==> config.mk <==
export PLATFORM = sky130hd
export DESIGN_NAME = prod_accum
export DESIGN_NICKNAME = d
export VERILOG_FILES = /design/src/rtl/prod_accum.sv
export SDC_FILE = /design/constraint.sdc
export NUM_CORES = 1
export LEC_CHECK = 0
export CORE_MARGIN = 5
export CORE_UTILIZATION = 48
export CTS_BUF_LIST = sky130_fd_sc_hd__clkbuf_4
export DETAILED_ROUTE_END_ITERATION = 16
export GPL_TIMING_DRIVEN = 0
export PLACE_DENSITY = 0.89
export SLEW_MARGIN = 15
export SYNTH_ARGS = -nofsm -noshare
export SYNTH_HDL_FRONTEND = slang
export SYNTH_SLANG_ARGS = --single-unit
export TNS_END_PERCENT = 100
==> constraint.sdc <==
create_clock -name clk -period 2.2 [get_ports clk]
set_clock_uncertainty 0.1 [all_clocks]
set_input_delay 0.33 -clock clk [delete_from_list [all_inputs] [get_ports clk]]
set_output_delay 0.33 -clock clk [all_outputs]
set_load 0.02 [all_outputs]
==> src/rtl/prod_accum.sv <==
// Product accumulator: sums N_TERMS unsigned 8-bit products per group and
// presents the group total with a valid/ready handshake and a sticky carry flag.
module prod_accum #(
  parameter int N_TERMS = 4,
  parameter int ACC_W   = 12
) (
  input  logic             clk,
  input  logic             rst,
  input  logic             clear,
  input  logic             in_valid,
  output logic             in_ready,
  input  logic [7:0]       prod,
  output logic             out_valid,
  input  logic             out_ready,
  output logic [ACC_W-1:0] sum,
  output logic             ovf
);

  localparam int CNT_W = $clog2(N_TERMS);
  localparam logic [CNT_W-1:0] LAST = CNT_W'(N_TERMS - 1);

  typedef enum logic {ACCUM = 1'b0, HOLD = 1'b1} state_t;

  state_t           state;
  logic [ACC_W-1:0] acc;
  logic [CNT_W-1:0] cnt;
  logic             ovf_r;
  logic [ACC_W:0]   add;

  // One extra bit on the adder captures the carry out of the accumulator width.
  assign add = {1'b0, acc} + {{(ACC_W-7){1'b0}}, prod};

  always_ff @(posedge clk) begin
    if (rst || clear) begin
      state <= ACCUM;
      acc   <= '0;
      cnt   <= '0;
      ovf_r <= 1'b0;
    end else begin
      case (state)
        ACCUM: if (in_valid) begin
          acc   <= add[ACC_W-1:0];
          ovf_r <= ovf_r | add[ACC_W];
          if (cnt == LAST) begin
            cnt   <= '0;
            state <= HOLD;
          end else begin
            cnt <= cnt + CNT_W'(1);
          end
        end
        HOLD: if (out_ready) begin
          acc   <= '0;
          ovf_r <= 1'b0;
          state <= ACCUM;
        end
        default: state <= ACCUM;
      endcase
    end
  end

  // Handshake flags depend on state alone, so no input-to-output paths exist.
  assign in_ready  = (state == ACCUM);
  assign out_valid = (state == HOLD);
  assign sum       = acc;
  assign ovf       = ovf_r;

endmodule

==> results of run 1 <==
power groups by stage:
stage / sequential (mW) / combinational [mW] / clock, mW
6_report: 0.304 / 0.145 / 0.161
5_1_grt: 0.305 / 0.159 / 0.181
4_1_cts: 0.304 / 0.142 / 0.163
3_5_place_dp: 0.310 / 0.141 / 0
3_3_place_gp: 0.310 / 0.136 / 0
2_1_floorplan: 0.318 / 0.0792 / 0
worst paths after layout:
check / startpoint / to / cells after the start
worst max-delay path: prod[0] / sum[4] / 8
worst min-delay path: ovf / ovf / 2
worst max register to register: sum[0] / sum[4] / 7
worst min register to register: ovf / ovf / 2
per-stage QoR:
step / hold slack (ns) / TNS (ns) / total power [mW] / util [%]
after global routing: 0.3875 / 0 / 0.6451 / 67.12
after global placement: 0.3464 / -1.042 / 0.4462 / 64.97
after floorplan: 0.3400 / 0 / 0.3967 / -
after detailed placement: 0.3537 / -1.463 / 0.4513 / 64.97
after CTS: 0.3679 / 0 / 0.6092 / 66.34
final: 0.3671 / 0 / 0.6103 / 67.12
cell type report:
cell class / instances / area (um2)
Buffer: 1 / 3.754
Clock buffer: 3 / 22.52
Clock inverter: 1 / 3.754
Fill cell: 170 / 631.9
Inverter: 3 / 11.26
Multi-Input combinational cell: 86 / 624.3
Sequential cell: 16 / 320.3
Tap cell: 27 / 33.78
Timing Repair Buffer: 27 / 270.3
kinds of logic after synthesis:
group	synth area share, %
compound gates	22.91
xor+xnor	8.345
fa+ha+maj	14.04
buf+inv	1.589
flops	33.91
mux	1.457
simple gates	17.75
registers in the layout (all words and copies together), names as in the netlist:
signal	cells
sum	12
out_valid	1
ovf	1
cnt	2
worst max-delay path: stages:
cell and delay (ns):
clkdlybuf4s50_1 0.40, ha_1 0.23, fa_1 0.43, a21oi_2 0.22
inv_1 0.06, a21oi_1 0.19, xnor2_1 0.10, a32o_1 0.22
metal layers:
| metal | part of all wire [%] | global-route usage, % | up-vias |
|---|---|---|---|
| met5 | 0 | 0 | - |
| met4 | 1.2 | 6.639 | 0 |
| met3 | 4.0 | 3.542 | 5 |
| met2 | 52 | 31.87 | 20 |
| met1 | 43 | 21.23 | 432 |
| li1 | - | - | 452 |
layout by cell type (no fill, tap or decap), drive strengths merged:
cell type / instances
nand4: 1
mux2i: 1
dfxtp: 16
nor3: 1
ha: 9
nand3: 3
o21ai: 5
xor2: 6
nand2: 11
nand2b: 1
inv: 3
clkinv: 1
or2: 1
fa: 1
or3: 1
nor2: 13
nor4: 1
a22oi: 4
a32o: 4
clkdlybuf4s50: 27
clkbuf: 4
a21oi: 11
a211oi: 4
o21bai: 1
o31a: 1
o221ai: 1
o22ai: 1
xnor2: 3
and2b: 1
==> run metrics, run 1 <==
Static Leak=0.4806 nW; chip height=54.36 um; Synth top area share=33.91%; Finished Layout Cells=164; Psw=0.1768 mW; total die area=2955 um2; Area contributors post-synth=dfxtp_1 34%, ha_1 12%, a21oi_1 5.8%, xor2_1 5.6%, nor2_1 5.2%; Synth top cells by count=16 x dfxtp_1, 13 x nor2_1, 11 x a21oi_1; count of hold-fix buffers inserted at cts=0; GP Congestion=0.9132; Synth Register Bits=16; total gr overflow=0; Slew Viols, Final=0; FP Rows=16; combinational fraction of design power=23.8%; Synth area leader=dfxtp_1; crit path max fanout=3; Antenna Cells=0; Routed Antenna Nets=0; predominant post-synthesis flop cell=dfxtp_1; fin crit period=2.094 ns; Synth cell types=30; Synth Warn #=0; CTS tree=built; WP data required=2.29 ns; setup ws final=0.1059 ns; DP HPWL=1.784 mm; Final Cycle Share=95.19%; Root Driver=clkbuf_4; Final #Nets=161; Cell Pwr Density=473.1 nW/um2; Cells after Synth=106; Post-synth EDFFs=0; Async SR Flop Fraction=0%; PortBufs=27; Via density=5.543; Initial Util=49.15%; detailed router's first-iteration violation count=15; syn nets=129; CP Data Arrival Time=2.19 ns; Avg Cell Area, Syn=8.912 um2; cts repair resizes=0; sequential power share=49.8%; kind of critical path=input pin to register; max cap viols=0; mapped cell area=944.7 um2; Total GRT Usage=18.00%; Seq/Total Area, Yosys=33.91%; placed instance area=1249 um2; R2R Setup Slk=0.23 ns; initial antenna violation count=0; final hold vios=0; First-pass DRT Iterations=4; DRC=0; RSZ-0062 raised after global routing=false; crit end category=register; clock tree buffer depth=2; Core ar.=1922 um2; clock transition at the registers of the reported paths=0.10 ns; status=complete, no violations; die width=54.36 um; share of cells above drive strength 1=9.489%; most common cell in the netlist=dfxtp_1; CP Launch Type=input pin; pre-CTS WS=-0.2956 ns; Boundary Pins=28; Hold Path Class=register to register; CTS Buf Count=3; clock sinks=16; number of H-tree levels=1; Max Fclk=477.5 MHz; Design Area, Final=1290 um2; wire length per cell=13.45 um; via count=909; Layout area overhead=36.56%; first-pass GRT wire length=3.864 mm; final WL=2.206 mm; P_int=0.4335 mW; placed cell count=160; largest net degree at the start of global routing=11; Clock power frac=26.4%; actual slew at the worst max-slew pin=0.5818 ns; number of global-route vias before repair=910; switching part of the total power=28.97%; setup bufs post-CTS=0; clock latency on the worst-skew pair=0.29 ns; Final setup viols=0; VDD IR max=0.3308 mV; Slew HR=60.45%
Note: power is estimated with default switching activity, not from simulation.
==> inputs of run 2 (changes only) <==
Settings changed: CORE_UTILIZATION 48 to 52, PLACE_DENSITY 0.89 to 0.95.
Clock period 2.2 ns to 2.7 ns, I/O delays scaled along.
==> run metrics, run 2 (synthesis gave the netlist of run 1 again) <==
Initial Util=54.71%; VDD IR max=0.2272 mV; Power Total=0.4916 mW; actual slew at the worst max-slew pin=0.5982 ns; fin crit period=2.269 ns; cts repair resizes=0; Slowest-stage cell, CP=fa_1; total gr overflow=0; final WL=2.204 mm; Root Driver=clkbuf_4; number of global-route vias before repair=859; Design Area, Final=1272 um2; Hold Path Class=register to register; first-pass GRT wire length=3.684 mm; FP Rows=15; crit end category=register; CP Data Arrival Time=2.35 ns; Final Cycle Share=84.02%; critical-path cell list=clkdlybuf4s50_1 > ha_1 > fa_1 > a21oi_1 > o21ai_1 > a21oi_1 > xnor2_1 > a32o_1; CP Launch Type=input pin; setup bufs post-CTS=0; Final setup viols=0; placed instance area=1246 um2; status=complete, no violations; share of cells above drive strength 1=5.839%; clock sinks=16; clock transition at the registers of the reported paths=0.09 ns; Slew HR=59.33%; Antenna Cells=0; wire length per cell=13.60 um; Layout area overhead=34.70%; family with the most delay on the worst path=compound AO/OA/AOI/OAI gates; Total GRT Usage=17.88%; GP Congestion=0.9118; Via density=5.605; CTS Buf Count=3; First-pass DRT Iterations=4; PortBufs=27; crit-path most repeated cell=a21oi_1; die width=52.62 um; kind of critical path=input pin to register; clock latency on the worst-skew pair=0.28 ns; WP data required=2.78 ns; detailed router's first-iteration violation count=48; largest net degree at the start of global routing=11; count of hold-fix buffers inserted at cts=0; Boundary Pins=28; via count=908; Final #Nets=161; total die area=2769 um2; RSZ-0062 raised after global routing=false; CTS tree=built; Slew Viols, Final=0; DRC=0; max reg flops=12; final hold vios=0; chip height=52.62 um; Cell Pwr Density=386.3 nW/um2; CP bufs+invs=1; initial antenna violation count=0; Static Leak=0.4853 nW; fillers=149; crit path max fanout=3; Core ar.=1727 um2; max cap viols=0; Max Fclk=440.8 MHz; commonest non-fill, non-tap cells in the layout=27 x clkdlybuf4s50_1, 16 x dfxtp_1, 13 x nor2_1; most common cell after layout, fill and taps aside=clkdlybuf4s50_1; Worst path max stage delay=0.41 ns; Routed Antenna Nets=0; DP HPWL=1.732 mm; TNS Setup=0 ns; clock tree buffer depth=2; number of H-tree levels=1
-- run 2: cell counts in the layout (fill, tap and decap cells not counted) --
No cell type changed its count.
-- run 2: worst paths after layout --
path	slack, ns	end	from	cells after the start
worst max register to register	0.64	sum[6]	sum[0]	7
worst max-delay path	0.43	sum[6]	prod[0]	8
worst min register to register	0.39	cnt[1]	cnt[1]	2
worst min-delay path	0.39	cnt[1]	cnt[1]	2
-- run 2: routing by layer --
| layer | vias up | share of wire [%] | routed length, um | GRT usage (%) |
|---|---|---|---|---|
| li1 | 450 | - | - | - |
| met1 | 412 | 43 | 946 | 21.78 |
| met2 | 42 | 48 | 1061 | 30.17 |
| met3 | 4 | 7.4 | 163 | 3.134 |
| met4 | 0 | 1.5 | 34 | 8.085 |
| met5 | - | 0 | 0 | 0 |
-- run 2: metrics by stage --
stage          hold WS (ns)  utilization (%)  cells  setup WS (ns)
4_1_cts              0.3942            73.70    162         0.4384
6_report             0.3931            73.70    162         0.4314
5_1_grt              0.4234            73.70    162         0.3300
3_3_place_gp         0.3478            72.17    158         0.1854
2_1_floorplan        0.3400                -    106         0.7286
3_5_place_dp         0.3774            72.17    158         0.1458
-- run 2: power by group --
group          switching, mW  total (mW)  leakage, nW  internal, mW
sequential           0.00512       0.247        0.130         0.242
combinational         0.0592       0.114        0.340        0.0552
clock                 0.0763       0.130       0.0154        0.0535
total                  0.141       0.492        0.485         0.351
-- run 2: layout make-up --
cell class              count  area, um2  share of cell area (%)
plain buffers               1      3.754                  0.2950
clock buffers               3      22.52                   1.770
clock inverters             1      3.754                  0.2950
inverters                   3      11.26                  0.8850
multi-input cells          86      609.3                   47.89
flip-flops and latches     16      320.3                   25.17
well taps                  25      31.28                   2.458
repair buffers             27      270.3                   21.24
-- run 2: worst min-delay path: cells and delay by family, from the launching register on --
family / cells / cell delay, ns
compound gates: 1 / 0.06
flops: 1 / 0.33
simple gates: 1 / 0.06
==> inputs of run 3 (changes only) <==
Settings changed: CORE_UTILIZATION 52 to 43, PLACE_DENSITY 0.95 to 0.85.
Clock period 2.7 ns to 2 ns, I/O delays scaled along.
==> run metrics, run 3 (synthesis gave the netlist of run 1 again) <==
CTS tree=built; detailed router's first-iteration violation count=33; First-pass DRT Iterations=4; Final #Nets=165; initial antenna violation count=0; Boundary Pins=28; CP Launch Type=input pin; VDD IR max=0.2684 mV; Total GRT Usage=14.81%; Final Cycle Share=98.08%; Max Fclk=509.8 MHz; Layout area overhead=49.67%; DRC=0; capturing point of the worst reg2reg path=sum[11]; total gr overflow=0; Final setup viols=0; via count=937; total die area=3234 um2; Initial Util=43.97%; fillers=161; Hold Path Stages=2; PortBufs=27; actual slew at the worst max-slew pin=0.6064 ns; RR Startpoint=sum[5]; Cell Pwr Density=491.4 nW/um2; Hold Path Class=register to register; number of H-tree levels=1; largest net degree at the start of global routing=11; most common cell after layout, fill and taps aside=clkdlybuf4s50_1; Via density=5.544; clock tree buffer depth=2; register area=322.8 um2; Core ar.=2148 um2; kind of critical path=input pin to register; crit end category=register; crit path max fanout=3; number of global-route vias before repair=875; Static Leak=0.5286 nW; FP Rows=17; clock transition at the registers of the reported paths=0.10 ns; DP HPWL=1.653 mm; Hold WS=0.3724 ns; Root Driver=clkbuf_4; final WL=2.279 mm; CTS Buf Count=3; status=complete, no violations; CP Data Arrival Time=2.04 ns; GP Congestion=0.8216; Hold Path Origin=cnt[1]; clock sinks=16; die width=56.87 um; Slew HR=58.78%; Worst Hold End=cnt[1]; first-pass GRT wire length=3.829 mm; count of hold-fix buffers inserted at cts=0; Antenna Cells=0; R2R cell count=6; share of cells above drive strength 1=17.73%; max reg flops=12; fin crit period=1.962 ns; clock latency on the worst-skew pair=0.28 ns; wire length per cell=13.49 um; final hold vios=0; Slew Viols, Final=0; chip height=56.87 um; fin util=65.81%; WP data required=2.08 ns; max cap viols=0; Routed Antenna Nets=0; commonest non-fill, non-tap cells in the layout=23 x clkdlybuf4s50_1, 14 x dfxtp_1, 13 x nor2_1; R2R Setup Slk=0.09 ns; Multi-input gate area=708.2 um2
-- run 3: final cells by class --
cell class                      count  area share, %
Buffer                              1         0.2655
Clock buffer                        3          1.593
Clock inverter                      1         0.2655
Inverter                            3         0.7965
Multi-Input combinational cell     86          50.09
Sequential cell                    16          22.83
Tap cell                           28          2.478
Timing Repair Buffer               31          21.68
-- run 3: how the worst max path moves through the flow --
stage	from	endpoint	slack [ns]
floorplan	sum[0]	sum[6]	0.04
global placement	prod[0]	sum[6]	-0.42
detailed placement	prod[0]	sum[6]	-0.48
CTS	prod[7]	sum[11]	0.03
global route	sum[6]	sum[11]	-0.01
finish	prod[0]	sum[6]	0.04
-- run 3: critical path, stage by stage --
cell	delay, ns
clkdlybuf4s50_1	0.41
ha_2	0.22
fa_2	0.38
a21oi_4	0.16
o21ai_1	0.09
a21oi_1	0.18
xnor2_1	0.09
a32o_1	0.21
-- run 3: power breakdown --
group          leakage [nW]  switching (mW)  internal (mW)  total [mW]
combinational         0.383          0.0884         0.0945       0.183
clock                0.0154           0.103         0.0723       0.175
sequential            0.131         0.00931          0.327       0.337
-- run 3: what timing repair did --
item                       in CTS  in global routing
buffers inserted                0                  4
pin swaps                       2                  8
setup endpoints to repair       6                  3
gates resized for setup        11                  8
-- run 3: through the flow --
| stage | setup slack, ns | cells | total power, mW | cell area, um2 | TNS [ns] |
|---|---|---|---|---|---|
| floorplan | 0.04287 | 106 | 0.4364 | 944.7 | 0 |
| global placement | -0.4210 | 161 | 0.4902 | 1250 | -2.637 |
| detailed placement | -0.4773 | 161 | 0.4942 | 1250 | -3.085 |
| CTS | 0.02875 | 165 | 0.6881 | 1361 | 0 |
| global route | -0.01069 | 169 | 0.7329 | 1414 | -0.01069 |
| finish | 0.03846 | 169 | 0.6947 | 1414 | 0 |
-- run 3: metal layers --
layer  global-route usage (%)  wire, um
met4                    6.954        27
met3                    2.299        88
met1                    18.18      1041
met5                        0         0
met2                    25.08      1122
